### src/rtl/minmax_stream_reducer_if.sv
// Stream bundle for the min/max reducer: an input beat stream (valid/ready,
// data, last) and an output record stream (valid/ready, min, max, count).
//   master : drives beats in, consumes records (operand source / result sink side)
//   slave  : accepts beats, produces records (the reducer itself)
interface minmax_stream_reducer_if #(
  parameter int WIDTH = 32,
  parameter int CNT_W = 16
);
  logic             in_valid;
  logic             in_ready;
  logic [WIDTH-1:0] in_data;
  logic             in_last;
  logic             out_valid;
  logic             out_ready;
  logic [WIDTH-1:0] out_min;
  logic [WIDTH-1:0] out_max;
  logic [CNT_W-1:0] out_count;

  modport master (
    output in_valid, in_data, in_last, out_ready,
    input  in_ready, out_valid, out_min, out_max, out_count
  );

  modport slave (
    input  in_valid, in_data, in_last, out_ready,
    output in_ready, out_valid, out_min, out_max, out_count
  );
endinterface

### src/rtl/minmax_stream_reducer.sv
// Reduces one packet of unsigned words to {min, max, beat count} and emits the
// record once per packet.
//   clk : rising-edge clock
//   rst : synchronous active-high reset
//   s   : stream bundle (slave view) - beats in, record out
module minmax_stream_reducer #(
  parameter int WIDTH = 32,
  parameter int CNT_W = 16
) (
  input  logic                  clk,
  input  logic                  rst,
  minmax_stream_reducer_if.slave s
);
  typedef enum logic [1:0] {IDLE, ACC, OUT} state_e;

  localparam logic [CNT_W-1:0] CNT_MAX = {CNT_W{1'b1}};

  state_e           state_q, state_d;
  logic [WIDTH-1:0] min_q, min_d;
  logic [WIDTH-1:0] max_q, max_d;
  logic [CNT_W-1:0] cnt_q, cnt_d;
  logic             accept;

  // Gated by rst so no beat is taken in the reset cycle itself.
  assign s.in_ready  = (state_q != OUT) && !rst;
  assign s.out_valid = (state_q == OUT);
  // The running registers double as the record: frozen while in OUT.
  assign s.out_min   = min_q;
  assign s.out_max   = max_q;
  assign s.out_count = cnt_q;

  assign accept = s.in_valid && s.in_ready;

  always_comb begin
    state_d = state_q;
    min_d   = min_q;
    max_d   = max_q;
    cnt_d   = cnt_q;
    case (state_q)
      IDLE: begin
        if (accept) begin
          min_d   = s.in_data;
          max_d   = s.in_data;
          cnt_d   = CNT_W'(1);
          state_d = s.in_last ? OUT : ACC;
        end
      end
      ACC: begin
        if (accept) begin
          // Strict compares: ties keep the stored value.
          if (s.in_data < min_q) min_d = s.in_data;
          if (s.in_data > max_q) max_d = s.in_data;
          if (cnt_q != CNT_MAX)  cnt_d = cnt_q + CNT_W'(1);
          if (s.in_last)         state_d = OUT;
        end
      end
      OUT: begin
        if (s.out_ready) state_d = IDLE;
      end
      default: state_d = IDLE;
    endcase
  end

  always_ff @(posedge clk) begin
    if (rst) begin
      state_q <= IDLE;
      min_q   <= '0;
      max_q   <= '0;
      cnt_q   <= '0;
    end else begin
      state_q <= state_d;
      min_q   <= min_d;
      max_q   <= max_d;
      cnt_q   <= cnt_d;
    end
  end
endmodule

### src/flat_wrapper.sv
// flat-port wrapper written by rule: the top's interface ports become plain ports
module minmax_stream_reducer_flat 
#(
  parameter int WIDTH = 32,
  parameter int CNT_W = 16
)
  (clk, rst, s_in_valid, s_in_data, s_in_last, s_out_ready, s_in_ready, s_out_valid, s_out_min, s_out_max, s_out_count);
  minmax_stream_reducer_if #(.WIDTH(WIDTH), .CNT_W(CNT_W)) s_i ();
  input  logic clk;
  input  logic rst;
  input wire logic [$bits(s_i.in_valid)-1:0] s_in_valid;
  input wire logic [$bits(s_i.in_data)-1:0] s_in_data;
  input wire logic [$bits(s_i.in_last)-1:0] s_in_last;
  input wire logic [$bits(s_i.out_ready)-1:0] s_out_ready;
  output wire logic [$bits(s_i.in_ready)-1:0] s_in_ready;
  output wire logic [$bits(s_i.out_valid)-1:0] s_out_valid;
  output wire logic [$bits(s_i.out_min)-1:0] s_out_min;
  output wire logic [$bits(s_i.out_max)-1:0] s_out_max;
  output wire logic [$bits(s_i.out_count)-1:0] s_out_count;
  assign s_i.in_valid = s_in_valid;
  assign s_i.in_data = s_in_data;
  assign s_i.in_last = s_in_last;
  assign s_i.out_ready = s_out_ready;
  assign s_in_ready = s_i.in_ready;
  assign s_out_valid = s_i.out_valid;
  assign s_out_min = s_i.out_min;
  assign s_out_max = s_i.out_max;
  assign s_out_count = s_i.out_count;
  minmax_stream_reducer #(.WIDTH(WIDTH), .CNT_W(CNT_W)) u_core (.clk(clk), .rst(rst), .s(s_i));
endmodule
### config.mk
export PLATFORM = sky130hd
export DESIGN_NAME = minmax_stream_reducer_flat
export DESIGN_NICKNAME = d
export VERILOG_FILES = /design/src/rtl/minmax_stream_reducer_if.sv /design/src/rtl/minmax_stream_reducer.sv /design/src/flat_wrapper.sv
export SDC_FILE = /design/constraint.sdc
export NUM_CORES = 1
export LEC_CHECK = 0
export BUFFER_PORTS_ARGS = -buffer_cell sky130_fd_sc_hd__buf_2
export CORE_ASPECT_RATIO = 1.5
export CORE_MARGIN = 2
export CORE_UTILIZATION = 30
export CTS_CLUSTER_SIZE = 16
export DETAILED_ROUTE_END_ITERATION = 12
export SYNTH_ARGS = -nofsm -noshare
export SYNTH_HDL_FRONTEND = slang
export SYNTH_SLANG_ARGS = --single-unit
### constraint.sdc
create_clock -name clk -period 2.8 [get_ports clk]
set_input_delay 0.42 -clock clk [delete_from_list [all_inputs] [get_ports clk]]
set_output_delay 0.42 -clock clk [all_outputs]
set_load 0.05 [all_outputs]
==> metrics.md <==
| Metric | Value |
|---|---|
| Status | finished clean |
| Final min period | 2530 ps |
| Worst EP arrival | 2770 ps |
| Initial core utilization | 30.4% |
| Post-DP HPWL | 10.5 mm |
| DRC errors left | 0 |
| Type of the worst setup path | reg -> reg |
| Final-report hold violation count | 0 |
| Port Buffers | 118 |
| Leak | 2.60 nW |
| Post-Syn Nets | 690 |
| Fmax | 395 MHz |
| VDD IR max | 0.330 mV |
| Wire length per cell | 15.9 um |
| Via count | 4683 |
| Die ar. | 17300 um^2 |
| Register area share after synthesis | 33.7% |
| Die X | 108 um |
| Pin count of the biggest net entering global routing | 71 |
| CTS root buffer | clkbuf_16 |
| Layout Utilization | 38.1% |
| CTS Sinks | 82 |
| Hold slack | 264 ps |
| Final setup violation count | 0 |
| CTS clk-pin slew, worst paths | 70 ps |
| Detailed Route WL | 14.7 mm |
| RSZ-0062 raised after global routing | no |
| Number of global-route vias before repair | 4563 |
| Area of the mapped netlist | 4880 um^2 |
| IO Pins | 119 |
| Initial antenna violation count | 0 |
| Routability congestion estimate | 0.787 |
| EDFF count, synth | 0 |
| Worst-Skew Late Latency | 340 ps |
| CP Max Fanout | 17 |
| R2r setup slk | 270 ps |
| GR Overflow Total | 0 |
| Slew headroom | 31.6% |
| Net count, final | 810 |
| Element type at the critical path end | flip-flop |
| CP required | 3040 ps |
| First-pass GRT wire length | 23.1 mm |
| Yosys warns | 0 |
| Layout cells sized above 1 | 24.4% |
| DR pass1 iterations | 5 |
| Syn avg cell area | 8.28 um^2 |
| TNS Setup | 0 ps |
| Worst-Margin Slew | 1020 ps |
| Power per cell area | 540 nW/um^2 |
| GRT Total Usage | 16.8% |
| Startpoint types | flip-flop |
| Max Root-Sink Buffers | 2 |
| Tcrit/Tclk final | 90.5% |
| CTS Hold Bufs | 0 |
| # rows | 57 |
| Worst Hold Class | in -> reg |
| Antenna Nets Post-Route | 0 |
| Final count of pins violating max slew | 0 |
| Post-DR vias/cell | 5.09 |
| CTS tree | done |
| Flops & latches, synth | 82 |
| Mapped Cells | 589 |
| DIE HEIGHT | 160 um |
| Core area | 16000 um^2 |
| Setup Fix Bufs, Post-CTS | 0 |
| Most used flip-flop cell after synthesis | dfxtp_1 |
| H-tree levels | 3 |
| Ant diodes | 0 |
| Initial DRC count | 146 |
| Max-cap violations | 0 |
| CTS buffer count | 9 |
| Asr flop ratio synth | 0% |
| Post-synth cell types | 45 |
| Layout area overhead | 25.3% |
| Clock Skews | 9.44 ps |
## final timing paths
kind | start | end | cells past startpoint
worst min-delay path | s_in_last | u_core.state_q[0] | 2
worst max-delay path | u_core.s.out_max[31] | u_core.s.out_max[20] | 9
worst min register to register | u_core.s.out_min[9] | u_core.s.out_min[9] | 2
worst max register to register | u_core.s.out_max[31] | u_core.s.out_max[20] | 9
## where the power goes
| group | leakage [nW] | switching (mW) | internal [mW] | total (mW) |
|---|---|---|---|---|
| Combinational | 1.78 | 0.546 | 0.248 | 0.794 |
| Clock | 0.142 | 0.535 | 0.698 | 1.23 |
| Sequential | 0.670 | 0.0426 | 1.23 | 1.27 |
## cell type report
cell class                      instances  area (um^2)
Timing Repair Buffer                  145          831
Tap cell                              206          258
Sequential cell                        82         1640
Inverter                               65          244
Clock inverter                          7         76.3
Multi-Input combinational cell        406         2830
Fill cell                            1684         9940
Clock buffer                            9          225
## through the flow
stage	setup WS, ps	total power [mW]	instance area (um^2)	cells
floorplan	292	1.84	4880	589
global placement	90.3	2.08	5770	903
detailed placement	16.1	2.09	5770	903
CTS	168	3.32	6070	919
global route	50.8	3.47	6110	920
finish	266	3.30	6110	920
## layout by cell type (no fill, tap or decap), types with 2 or more instances in the layout
cell and n:
a221oi_1 2, clkbuf_16 9, and3_1 6, buf_2 118, o21ai_0 34, a31oi_4 2, a21oi_1 60, clkinvlp_4 2
nand2b_1 4, o41ai_1 32, nor2_1 26, a21o_1 2, buf_4 24, o21bai_1 2, a31o_2 2, and4_1 4
inv_6 2, nand3_1 44, a211oi_2 2, nand3b_1 2, inv_1 65, nor4_1 2, ha_1 64, nand4_1 12
buf_12 3, xor2_1 13, nand2_1 28, o21ai_1 43, nor2b_1 3, dfxtp_1 82
## cell families (layout without fill, tap and decap cells)
kind of cell / after synthesis / in the layout / synth area share [%]
adders and majority gates: 64 / 64 / 16.4
DFF: 82 / 82 / 33.7
xor gates and xnor gates: 14 / 14 / 2.51
buffers and inverters: 102 / 226 / 9.47
AOI/OAI and AO/OA: 190 / 191 / 23.6
and+or+nand+nor: 137 / 137 / 14.3
## synthesized netlist by cell type, types with 2 or more instances
cell	instances	area [um^2]
a211oi_2	2	25.0
a21o_1	2	15.0
a21oi_1	60	300
a221oi_1	3	26.3
a31o_2	2	17.5
and3_1	6	37.5
and4_1	4	35.0
buf_1	5	18.8
buf_2	9	45.0
buf_6	3	33.8
buf_8	4	60.1
clkbuf_1	16	60.1
dfxtp_1	82	1640
ha_1	64	801
inv_1	65	244
nand2_1	28	105
nand2b_1	4	25.0
nand3_1	44	220
nand3b_1	2	15.0
nand4_1	12	75.1
nor2_1	26	97.6
nor2b_1	3	18.8
nor4_1	2	12.5
o21ai_0	34	170
o21ai_1	43	215
o21bai_1	2	15.0
o41ai_1	32	280
xor2_1	13	114
## per-layer routing
layer	part of all wire [%]	GRT usage, %	vias up
li1	-	-	2384
met1	42	19.5	2204
met4	0.82	4.43	0
met2	53	30.8	88
met5	0	0	-
met3	4.6	3.27	7
## repair_timing
action	4_1_cts	5_1_grt
endpoints found under the hold margin	0	0
endpoints found under the setup margin	0	17
resized for setup	0	3
## critical path: stages, from the launching register on
cell      delay [ps]
dfxtp_1          330
inv_1             60
ha_1             360
nand4_2          170
nor3_1           370
a221oi_4         170
a31oi_4          520
buf_4            290
o21ai_1           90
o41ai_1           60
## state kept, by name (all words and copies together) (netlist names)
name                flops
u_core.state_q          2
u_core.s.out_count     16
u_core.s.out_max       32
u_core.s.out_min       32
(Power assumes the default switching activity.)
